--- src/rtl/gpio_irq.sv ---
// gpio_irq: parametrised GPIO with direction/output control, synchronised
// inputs and per-pin edge interrupt capture (write-1-to-clear status).
// Sits on the mem_cmd/mem_rsp peripheral bus; read responses are registered.
module gpio_irq #(
   parameter int                  NR_GPIOS    = 8,
   parameter int                  SYNC_STAGES = 2,
   parameter logic [NR_GPIOS-1:0] DOUT_RESET  = {NR_GPIOS{1'b0}}
) (
   input  logic                clk,
   input  logic                reset_,
   input  logic                mem_cmd_sel,
   input  logic                mem_cmd_valid,
   input  logic                mem_cmd_wr,
   input  logic [11:0]         mem_cmd_addr,
   input  logic [31:0]         mem_cmd_wdata,
   output logic [31:0]         mem_rsp_rdata,
   output logic                mem_rsp_ready,
   output logic [NR_GPIOS-1:0] gpio_oe,
   output logic [NR_GPIOS-1:0] gpio_do,
   input  logic [NR_GPIOS-1:0] gpio_di,
   output logic                irq
);

   // Register word indices (byte offset / 4)
   localparam logic [3:0] REG_CONFIG   = 4'h0;
   localparam logic [3:0] REG_DOUT     = 4'h1;
   localparam logic [3:0] REG_DOUT_SET = 4'h2;
   localparam logic [3:0] REG_DOUT_CLR = 4'h3;
   localparam logic [3:0] REG_DOUT_TGL = 4'h4;
   localparam logic [3:0] REG_DIN      = 4'h5;
   localparam logic [3:0] REG_RISE_EN  = 4'h6;
   localparam logic [3:0] REG_FALL_EN  = 4'h7;
   localparam logic [3:0] REG_STATUS   = 4'h8;
   localparam logic [3:0] REG_MASK     = 4'h9;

   localparam logic [NR_GPIOS-1:0] ZERO = {NR_GPIOS{1'b0}};

   logic [NR_GPIOS-1:0] sync_r [SYNC_STAGES];
   logic [NR_GPIOS-1:0] din_s;
   logic [NR_GPIOS-1:0] din_p_r;
   logic [NR_GPIOS-1:0] rise_s;
   logic [NR_GPIOS-1:0] fall_s;

   logic [NR_GPIOS-1:0] oe_r, do_r, rise_en_r, fall_en_r, mask_r, status_r;
   logic [NR_GPIOS-1:0] oe_next_s, do_next_s, rise_en_next_s, fall_en_next_s, mask_next_s;
   logic [NR_GPIOS-1:0] clr_s, status_next_s, rd_val_s, wd_s;
   logic [31:0]         rdata_s;
   logic [31:0]         rsp_rdata_r;
   logic                rsp_ready_r;
   logic                irq_r;
   logic                wr_s, rd_s;
   logic [3:0]          reg_idx_s;
   logic                unused_bits;

   assign wr_s      = mem_cmd_valid & mem_cmd_sel & mem_cmd_wr;
   assign rd_s      = mem_cmd_valid & mem_cmd_sel & ~mem_cmd_wr;
   assign reg_idx_s = mem_cmd_addr[5:2];
   assign wd_s      = mem_cmd_wdata[NR_GPIOS-1:0];
   // Address bits outside [5:2] and write data above the pin count are don't-care
   assign unused_bits = ^{mem_cmd_addr[11:6], mem_cmd_addr[1:0], mem_cmd_wdata};

   assign din_s  = sync_r[SYNC_STAGES-1];
   assign rise_s = din_s & ~din_p_r;
   assign fall_s = ~din_s & din_p_r;

   // Input synchroniser chain plus one delay flop for edge detection
   always_ff @(posedge clk or negedge reset_) begin
      if (!reset_) begin
         for (int i = 0; i < SYNC_STAGES; i++) sync_r[i] <= ZERO;
         din_p_r <= ZERO;
      end else begin
         sync_r[0] <= gpio_di;
         for (int i = 1; i < SYNC_STAGES; i++) sync_r[i] <= sync_r[i-1];
         din_p_r <= din_s;
      end
   end

   // Register write decode: next values of control registers and W1C mask
   always_comb begin
      oe_next_s      = oe_r;
      do_next_s      = do_r;
      rise_en_next_s = rise_en_r;
      fall_en_next_s = fall_en_r;
      mask_next_s    = mask_r;
      clr_s          = ZERO;
      if (wr_s) begin
         case (reg_idx_s)
            REG_CONFIG:   oe_next_s      = wd_s;
            REG_DOUT:     do_next_s      = wd_s;
            REG_DOUT_SET: do_next_s      = do_r | wd_s;
            REG_DOUT_CLR: do_next_s      = do_r & ~wd_s;
            REG_DOUT_TGL: do_next_s      = do_r ^ wd_s;
            REG_RISE_EN:  rise_en_next_s = wd_s;
            REG_FALL_EN:  fall_en_next_s = wd_s;
            REG_STATUS:   clr_s          = wd_s;
            REG_MASK:     mask_next_s    = wd_s;
            default:      clr_s          = ZERO;
         endcase
      end else begin
         clr_s = ZERO;
      end
   end

   // Status next state: captured edges (old enables) win over a same-cycle clear
   always_comb begin
      status_next_s = (status_r & ~clr_s) | (rise_s & rise_en_r) | (fall_s & fall_en_r);
   end

   // Read mux over the pre-write register state, zero-extended to 32 bits
   always_comb begin
      case (reg_idx_s)
         REG_CONFIG:  rd_val_s = oe_r;
         REG_DOUT:    rd_val_s = do_r;
         REG_DIN:     rd_val_s = din_s;
         REG_RISE_EN: rd_val_s = rise_en_r;
         REG_FALL_EN: rd_val_s = fall_en_r;
         REG_STATUS:  rd_val_s = status_r;
         REG_MASK:    rd_val_s = mask_r;
         default:     rd_val_s = ZERO;
      endcase
      rdata_s = 32'h0000_0000;
      rdata_s[NR_GPIOS-1:0] = rd_val_s;
   end

   // Register file, status, interrupt line and registered read response
   always_ff @(posedge clk or negedge reset_) begin
      if (!reset_) begin
         oe_r        <= ZERO;
         do_r        <= DOUT_RESET;
         rise_en_r   <= ZERO;
         fall_en_r   <= ZERO;
         mask_r      <= ZERO;
         status_r    <= ZERO;
         irq_r       <= 1'b0;
         rsp_ready_r <= 1'b0;
         rsp_rdata_r <= 32'h0000_0000;
      end else begin
         oe_r        <= oe_next_s;
         do_r        <= do_next_s;
         rise_en_r   <= rise_en_next_s;
         fall_en_r   <= fall_en_next_s;
         mask_r      <= mask_next_s;
         status_r    <= status_next_s;
         irq_r       <= |(status_next_s & mask_next_s);
         rsp_ready_r <= rd_s;
         if (rd_s) begin
            rsp_rdata_r <= rdata_s;
         end else begin
            rsp_rdata_r <= rsp_rdata_r;
         end
      end
   end

   assign gpio_oe       = oe_r;
   assign gpio_do       = do_r;
   assign irq           = irq_r;
   assign mem_rsp_ready = rsp_ready_r;
   assign mem_rsp_rdata = rsp_rdata_r;

endmodule
--- config.mk ---
export PLATFORM = sky130hd
export DESIGN_NAME = gpio_irq
export DESIGN_NICKNAME = d
export VERILOG_FILES = /design/src/rtl/gpio_irq.sv
export SDC_FILE = /design/constraint.sdc
export NUM_CORES = 1
export LEC_CHECK = 0
export CELL_PAD_IN_SITES_DETAIL_PLACEMENT = 1
export CELL_PAD_IN_SITES_GLOBAL_PLACEMENT = 1
export CORE_MARGIN = 2
export CORE_UTILIZATION = 40
export CTS_CLUSTER_DIAMETER = 100
export DETAILED_ROUTE_END_ITERATION = 10
export PLACE_DENSITY_LB_ADDON = 0.12
export SLEW_MARGIN = 20
export SYNTH_ARGS = -nofsm -noshare
export SYNTH_HDL_FRONTEND = slang
export SYNTH_SLANG_ARGS = --single-unit
--- constraint.sdc ---
create_clock -name clk -period 4.08 [get_ports clk]
set_input_delay 0.408 -clock clk [delete_from_list [all_inputs] [get_ports clk]]
set_output_delay 0.408 -clock clk [all_outputs]
set_load 0.01 [all_outputs]
== Word level (Yosys, flattened, before mapping) ==
Index checks and enable logic that the tools add are counted.
Cells by class
  bitwise operators: 19
  muxes and demuxes: 6
  reduce and logical (&&, ||, !) cells: 7
  eq/ne operators: 9
Operators by type and width (number)
  $and 8x8->8: 7
  $pmux 8 s7: 1
  $mux 8: 4
  $not 8->8: 4
  $pmux 8 s4: 1
  $or 8x8->8: 3
  $eq 4x3->1 const B: 4
  $eq 4x2->1 const B: 2
  $eq 4x4->1 const B: 2
  $reduce_and 2->1: 4
  $reduce_or 8->1: 1
  $xor 8x8->8: 1
  $eq 4x1->1 const B: 1
  $logic_not 4->1: 1
  $reduce_bool 4->1: 1
  $and 1x1->1: 3
  $not 1->1: 1
Word-level totals
  output and inout bits: 50
  register bits after elaboration: 82

== Logic depth before layout (Yosys ltp) ==
Gate-level depths: netlist (run 1).
  depth after elaboration: 9
  depth in mapped cells: 7
  mapped depth without buffers: 7

== Least setup slack after synthesis (run 1) ==
No wires, ideal clock.
  path type: in2reg
  start: input mem_cmd_addr[3]
  end: register irq_r (netlist: irq)
  data arrival time: 2257 ps
  path buffers: 2
  cell stages on the path: 7
  library setup time: 139 ps
  path slack: 1684 ps
  path through: buf_6 -> or4b_4 -> or2_1 -> buf_6 -> a21o_1 -> a22o_1 -> or4_1
Between the ends
  word-level cells in the longest chain between the ends: 9
  elaborated cells between the ends (all ways): 12
  classes of those cells: 2 x eq/ne; 4 x mux; 5 x bitwise; 1 x reduce/logical
Ends and longest elaborated chain
  start, declared: RTL line 14  | input logic [11:0] mem_cmd_addr,
  $eq 4x4->1: RTL line 87  | case (reg_idx_s)
  $mux 8: RTL line 87
  $mux 8: RTL line 86  | if (wr_s) begin
  $not 8->8: RTL line 106  | status_next_s = (status_r & ~clr_s) | (rise_s & rise_en_r) | (fall_s & fall_en_r);
  $and 8x8->8: RTL line 106
  $or 8x8->8 (2 in a row): RTL line 106
  via status_next_s[3]: RTL line 46  | logic [NR_GPIOS-1:0] clr_s, status_next_s, rd_val_s, wd_s;
  $and 8x8->8: RTL line 144  | irq_r <= |(status_next_s & mask_next_s);
  $reduce_or 8->1: RTL line 144
  end signal, assigned: RTL line 144
  end, declared: RTL line 50  | logic irq_r;
The timed path passes the listed nets, and every way through them passes these cells.
A chain may end at the register's enable or synchronous reset.

== Worst setup path in the final report (run 1) ==
  start: input mem_cmd_addr[2]
  end: register oe_r[5] (netlist: gpio_oe[5])
Between the ends
  word-level cells in the longest chain between the ends: 2
Ends and longest elaborated chain
  $logic_not 4->1: RTL line 87
  $reduce_and 2->1 (no line)
  end signal, assigned: RTL line 138  | oe_r <= oe_next_s;
  end, declared: RTL line 44  | logic [NR_GPIOS-1:0] oe_r, do_r, rise_en_r, fall_en_r, mask_r, status_r;
No other way between the ends.

==> results of run 1 <==
[path summary, 6_finish.rpt]
kind | start | endpoint | slack (ns) | cells after the start
worst max-delay path | mem_cmd_addr[2] | gpio_oe[5] | 1.12 | 7
worst min-delay path | reset_ | gpio_do[6] | 0.07 | 1
worst min register to register | sync_r[14] | din_s[6] | 0.35 | 0
max in group asynchronous | reset_ | rise_en_r[2] | 3.48 | 1
min in group clk | sync_r[14] | din_s[6] | 0.35 | 0
worst max register to register | din_s[2] | irq | 2.33 | 5
[flip-flops by register name (all words and copies together), names as in the netlist, 8 cells and up]
signal	cells
din_p_r	8
din_s	8
fall_en_r	8
gpio_do	8
gpio_oe	8
mask_r	8
mem_rsp_rdata	8
rise_en_r	8
status_r	8
sync_r	8
[cell type report]
| cell class | instances | area [µm²] | area share |
|---|---|---|---|
| Tap cell | 133 | 166 | 0.0348 |
| Inverter | 25 | 93.8 | 0.0196 |
| Clock buffer | 11 | 131 | 0.0275 |
| Clock inverter | 4 | 20.0 | 0.00419 |
| Multi-Input combinational cell | 273 | 1730 | 0.362 |
| Sequential cell | 82 | 2050 | 0.429 |
| Timing Repair Buffer | 61 | 584 | 0.122 |
[power by group through the flow]
stage | Clock [mW] | Combinational (mW) | Sequential, mW
global placement | 0 | 0.391 | 0.989
global route | 0.562 | 0.453 | 0.993
detailed placement | 0 | 0.408 | 0.995
CTS | 0.522 | 0.409 | 0.978
floorplan | 0 | 0.213 | 0.991
finish | 0.505 | 0.405 | 0.976
[layer usage]
metal	global-route usage	up-vias
met4	0.0685	0
met1	0.278	1556
met2	0.336	84
li1	-	1451
met5	0	-
met3	0.0495	14
[cell usage in the layout, fill, tap and decap left out, types with 2 or more instances in the layout]
| cell type | instances |
|---|---|
| dfrtp_1 | 82 |
| nor2_1 | 38 |
| clkbuf_1 | 2 |
| a221oi_1 | 8 |
| inv_1 | 25 |
| mux2i_1 | 14 |
| nand3b_1 | 10 |
| a22o_1 | 4 |
| conb_1 | 24 |
| nand2_1 | 41 |
| o21ai_0 | 27 |
| ha_1 | 16 |
| a211oi_1 | 5 |
| buf_4 | 11 |
| clkdlybuf4s50_1 | 49 |
| o221ai_1 | 8 |
| and3_1 | 2 |
| a22oi_1 | 6 |
| clkinv_2 | 4 |
| clkbuf_8 | 9 |
| a21oi_1 | 20 |
| a21o_1 | 8 |
| o22ai_1 | 6 |
| nor3_1 | 4 |
| mux2_2 | 16 |
| o31a_1 | 2 |
[cells by family after synthesis]
kind of cell | after synthesis | synth area share
compound gates | 97 | 0.155
xor+xnor | 1 | 0.00217
fa+ha+maj | 16 | 0.0496
buf+inv | 63 | 0.0849
flops | 82 | 0.508
mux | 30 | 0.0793
other cells | 1 | 0.000928
simple gates | 105 | 0.120
[stage by stage]
stage,util,worst slack [ns],power (mW),hold slack [ns]
finish,0.489,1.12,1.88,0.0749
global route,0.489,0.960,2.01,0.122
CTS,0.489,1.14,1.91,0.259
detailed placement,0.473,0.797,1.40,0.336
global placement,0.473,0.871,1.38,0.331
floorplan,-,1.68,1.20,0.112
[worst reg2reg max path, cell delays in order, from the launching register on]
cell and delay, ns:
dfrtp_1 0.42, nand3b_1 0.10, o221ai_1 0.11, a21o_1 0.20, a22o_1 0.24, or4_1 0.54
==> flow_results.org, run 1 <==
** Global route
- Wire length of the first global-routing pass :: 17.2 mm
- Number of antenna violations at the first check in global routing :: 0
- Via count of the first global-routing pass :: 3190
- Entering global routing, the biggest net connects 83 pins.
- GRT overflow :: 0
- Across every metal layer, demand over resource in global routing totals 0.209.

** Timing
- Counting I/O delays and the setup requirement, the final critical path takes 2.96 ns.
- Period utilization :: 0.725
- Derived from the worst setup path, the maximum achievable clock frequency is 0.338 GHz.
- Final Hold Vio Count :: 0
- Headroom to the max-slew limit came out at 0.357.
- Unrepaired setup endpoints after global routing :: no
- At the pin with the least slew margin, the transition time is 0.955 ns.
- For the final routed database, the setup TNS stands at 0 ns.
- The final max-slew violation count is 0.
- Setup violations remaining at the end of the flow were counted as 0.
- Across the routed clock network, the largest skew measured is 0.00678 ns.

** Logic synthesis
- Most instantiated cells after synthesis :: 82 x dfrtp_1, 41 x nand2_1, 38 x nor2_1
- The most used flip-flop cell after synthesis is dfrtp_1.
- Yosys attributes the largest share of cell area to dfrtp_1 51%, ha_1 5.0%, buf_4 4.5%.
- Synthesis-stage register bit count :: 82
- Count of warnings emitted by yosys :: 0
- The mapped netlist covers 4040 µm².
- The share of synthesized area in the top cell type comes to 0.508.
- Mean instance size in the synthesized netlist :: 10.2 µm²
- Of all cell types, the one taking the most synthesized area is dfrtp_1.
- In this run, synthesis inferred 0 flip-flops with an integrated enable.
- Counting flops with an async set or reset pin after synthesis yields a share of 1.00.
- By instance count, the leading cell after synthesis is dfrtp_1.
- Of the synthesized area, sequential elements account for 0.508.
- Cell count after synthesis :: 395
- In this run, distinct cell masters in the synthesized netlist total 40.

** Placement
- The number of placed instances, taps included, is 574.
- RePlAce Congestion :: 0.788
- Standard cell area after detailed placement :: 4620 µm²
- Placed wire-length estimate :: 7.43 mm
- Input and output buffers added on the ports amount to 50.

** Floorplan
- Row count :: 36
- Count of pins on the block boundary :: 107
- The die covers 10900 µm².
- Area of the core :: 9770 µm²
- Initial Util :: 0.413
- Die span in x :: 105 µm
- The floorplan step set the die height to 105 µm.

** Power
- Fraction of power spent switching nets :: 0.303
- Power dissipated by switching net loads :: 0.571 mW
- Power per cell area :: 394 nW/µm²
- Gate power share :: 0.215
- Cell internal power was estimated by the tool at 1.31 mW.
- Of the total power, registers draw 0.518.
- In this run the static leakage power is 2.20 nW.
- Clock group share of total power :: 0.268
- Highest ir drop seen on vdd :: 0.171 mV

** Cells and area
- 0 antenna diodes ended up in the layout.
- Summed area of non-filler cells in the final layout :: 4780 µm²
- The filler cells instantiated in the layout total 1111.
- After the flow finishes, the layout carries non-filler instances totaling 589.
- Fraction of layout instances using a drive strength above 1 :: 0.0965
- Compared with the post-synthesis result, the final layout area differs by 18.3%.
- Number of nets in the layout :: 525

** CTS
- Bufs on Longest Clock Path :: 2
- H-tree depth reported by CTS :: 3
- Worst-Skew Late Latency :: 0.37 ns
- After clock tree synthesis, the repair step resized 0 gates.
- TritonCTS built the clock tree.
- The tree is rooted in a clkbuf_8.
- Total CTS buffers :: 9
- Count of hold-fix buffers inserted at cts :: 0
- Clock-pin slew was measured on the worst setup and hold paths at 0.08 ns.
- Number of setup buffers added after CTS :: 0
- Counting every sink on the clock net gives 82.

** Drt
- Antenna-violating nets left :: 0
- After detailed routing, the wire length on met1 is 5.00 mm.
- Signal routing reaches up to met4.
- Final wirelength :: 10.7 mm
- After detailed routing, the average wire length per cell comes to 18.2 µm.
- Wire length on met2 :: 5.05 mm
- Detailed routing placed a total of 465 µm of wire on met3.
- Total via count in the routed design :: 3105
- For this run, design rule violations remaining after detail routing come to 0.
- Number of vias per cell after detailed routing :: 5.27
- The pre-antenna-repair detailed-routing pass consisted of 4 iterations.
- 1st-iter DRT viols :: 84

** Run
- Max-Cap Viols :: 0

** Worst setup path
- Together, buffers and inverters on the worst path number 3.
- The critical path goes through clkdlybuf4s50_1 > buf_4 > buf_4 > nor4_1 > nand2_1 > nand2_1 > o21ai_0.
- Broken down by cell family, the worst path's largest delay share belongs to simple AND/OR/NAND/NOR gates.
- The critical path is of the input pin to flop type.
- Nature of the critical path startpoint :: input pin
- Library cell contributing the largest single delay on the critical path :: nor4_1
- STA puts the critical path data arrival time at 3.17 ns.
- Max Fanout on Critical Path :: 32
- STA puts the critical path data required time at 4.30 ns.
- Crit-path max cell delay :: 0.87 ns
- Category of the worst setup path capture point :: flop

** Outcome
- The run finished with clean final reports.

** Min path
- Hold Crit Class :: input pin to asynchronous set/reset pin
Note: power is estimated with default switching activity, not from simulation.
==> run 2: changes to the inputs <==
CORE_UTILIZATION = 37   (was 40)
clock period = 2.75 ns   (was 4.08 ns; I/O delays follow)
==> run 2 against run 1 <==
The flow now finishes with violations (negative hold slack). Power grew 57%. Sequential share of layout area shrank 1.4 points. Sequential cell count is the same. Clock power grew 80%. Hold slack lost 0.13 ns. Via count is essentially flat. Die area grew 7.8%. Sequential power grew 49%. Non-clock buffer count grew 13. Routed wire length grew 1.7%. Critical path type unchanged. Largest cell class unchanged.
==> flow_results.org, run 2 (synthesis gave the netlist of run 1 again) <==
** Outcome
- The flow ran to the end, but the final reports show violations.
- The checks that failed: negative hold slack.

** CTS
- After clock tree synthesis, the setup repair step added 0 buffers.
- The H-tree generated during clock tree synthesis spans 3 levels.
- Number of sinks driven by the clock tree :: 82
- No sink is reached through more buffers than the 2 on the longest clock path.
- In this run, post-CTS repair resized a total of 0 instances.
- Total CTS buffers :: 9
- Clock Tree Root :: clkbuf_8
- TritonCTS clock tree :: done
- Clock-pin transition on the worst setup and hold timing paths :: 0.08 ns
- Clock latency on the worst-skew pair, taken at its later pin, is 0.38 ns.
- After clock tree synthesis, the flow added hold-fix buffers numbering 0.

** Cells and area
- Of the cells placed in the final design, the portion with a size suffix greater than 1 is 0.128.
- Layout area overhead :: 22.2%
- The library cell used most frequently in the layout, excluding fill and tap cells, is dfrtp_1.
- Ant diodes :: 0
- Leaving out fill and tap cells, the most frequent cells in the layout are 82 x dfrtp_1, 49 x clkdlybuf4s50_1, 41 x nand2_1.
- The filler cells instantiated in the layout total 1242.
- For this run, the share of the core covered by cells in the final layout is 0.460.
- At the end of the flow, the number of nets in the layout was 538.
- Once layout is complete, the cells apart from fillers number 610.

** Drt
- After detailed routing, the number of vias per cell comes to 5.09.
- Final wirelength :: 10.9 mm
- Routed WL per cell :: 17.9 µm
- In this run the remaining antenna-violating nets after routing total 0.
- Total via count in the routed design :: 3103
- In this run, the number of DRC markers left after iteration 0 of detailed routing was 122.
- Number of detailed-routing iterations run before antenna repair :: 4
- Drt drc :: 0

** Global route
- Wire length of the first global-routing pass :: 17.1 mm
- Entering global routing, the biggest net connects 83 pins.
- GRT met2 Usage :: 0.308
- After global routing, the most crowded layer is met2.
- The number of antenna violations at the first check in global routing is 0.
- GRT overflow :: 0
- Via count of the first global-routing pass :: 3055
- Global router's overall resource usage :: 0.199
- For this run, global-route usage on met1 was measured as 0.272.
- In the global route stage, met3 resource usage came out at 0.0470.

** Worst setup path
- On the worst path, the slowest cell contributes a delay of 0.56 ns.
- Library cell contributing the largest single delay on the critical path :: or4b_4
- Category of the worst setup path capture point :: flop
- Max Fanout on Critical Path :: 8
- Classification of the worst setup path :: input pin to flop
- Data arrival, critical path :: 2.66 ns
- Nature of the critical path startpoint :: input pin
- CP Cell Sequence :: clkdlybuf4s50_1 > or4b_4 > or2_1 > a21o_1 > a22o_1 > or4_1
- For the worst setup path, the data required time is 3.00 ns.

** Timing
- Achievable Freq :: 0.414 GHz
- Setup violations remaining at the end of the flow were counted as 0.
- The final max-slew violation count is 0.
- Final Hold Vio Count :: 82
- In the finished design, the share of the clock period the worst path needs comes to 0.878.
- Shortest period the worst path allows :: 2.41 ns
- Setup repair after global routing left no endpoint under its margin.
- At the pin with the least slew margin, the transition time is 0.758 ns.
- The worst pin sits at a relative slew slack of 0.495.
- For the final database, setup skew stands at 0.0148 ns.
- Worst hold margin :: -0.0511 ns

** Placement
- Once placement completed, the tool counted placed cells totaling 594.
- RePlAce Congestion :: 0.786
- Once detailed placement completed, the half-perimeter wirelength came to 7.64 mm.
- Port buffering added 50 buffers.

** Floorplan
- Area of the core :: 10700 µm²
- Die outline area :: 11800 µm²
- In this run the count of I/O pins placed on the die edge is 107.
- Die span in x :: 108 µm
- Vertical extent of the die :: 108 µm
- Row generation in the floorplan step produced 38 rows.
- Initial Util :: 0.376

** Run
- Across the run, the number of max-cap violations was 0.

** Min path
- Hold Crit Class :: input pin to asynchronous set/reset pin

** Power
- Leakage :: 2.28 nW
- IR analysis of the VDD net gives a maximum drop of 0.398 mV.
- For this design the ratio of total power to cell area is 600 nW/µm².
==> run 2: cell types whose count changed in the layout (fill, tap and decap cells not counted) <==
| cell | before | now |
|---|---|---|
| clkinvlp_4 | 0 | 1 |
| clkbuf_1 | 2 | 0 |
| clkinv_2 | 4 | 3 |
| bufinv_16 | 0 | 1 |
| buf_4 | 11 | 24 |
| clkbuf_8 | 9 | 11 |
==> run 2: power by group <==
part | internal [mW] | switching [mW] | total [mW]
Clock | 0.464 | 0.443 | 0.907
Sequential | 1.33 | 0.117 | 1.45
Combinational | 0.307 | 0.299 | 0.606
==> run 2: per-layer routing <==
layer,wire (µm),share of wire
met1,5140,0.47
met5,0,0
met2,5090,0.47
met4,195,0.018
met3,468,0.043
==> run 2: path summary, 6_finish.rpt <==
check                                startpoint           to  slack, ns  cells after the start
max in group asynchronous                reset_  status_r[0]       2.29                      1
min in group clk                     gpio_di[3]   sync_r[11]       0.33                      1
worst max-delay path            mem_cmd_addr[2]          irq       0.34                      6
worst min-delay path                     reset_   sync_r[15]      -0.05                      1
worst max register to register         din_s[2]          irq       1.05                      5
worst min register to register        sync_r[8]     din_s[0]       0.35                      0
==> run 2: through the flow <==
stage          setup TNS [ns]  setup WS [ns]  power, mW  instance area, µm²
2_1_floorplan               0          0.487       1.79                4130
3_3_place_gp          -0.0904        -0.0510       2.06                4730
3_5_place_dp          -0.0774        -0.0638       2.09                4730
4_1_cts                     0          0.338       3.01                4930
5_1_grt                     0          0.182       3.13                4940
6_report                    0          0.336       2.96                4940
==> run 2: cell type report <==
type	instances	area, µm²	area share
clock buffers	11	151	0.0307
clock inverters	5	52.6	0.0106
repair buffers	74	682	0.138
well taps	140	175	0.0355
inverters	25	93.8	0.0190
flip-flops and latches	82	2050	0.416
multi-input cells	273	1730	0.351
==> run 2: worst max-delay path: cells and delay by family <==
kind                   cells  cell delay [ns]
and+or+nand+nor            3             1.45
AOI/OAI and AO/OA          2             0.50
buffers and inverters      1             0.44
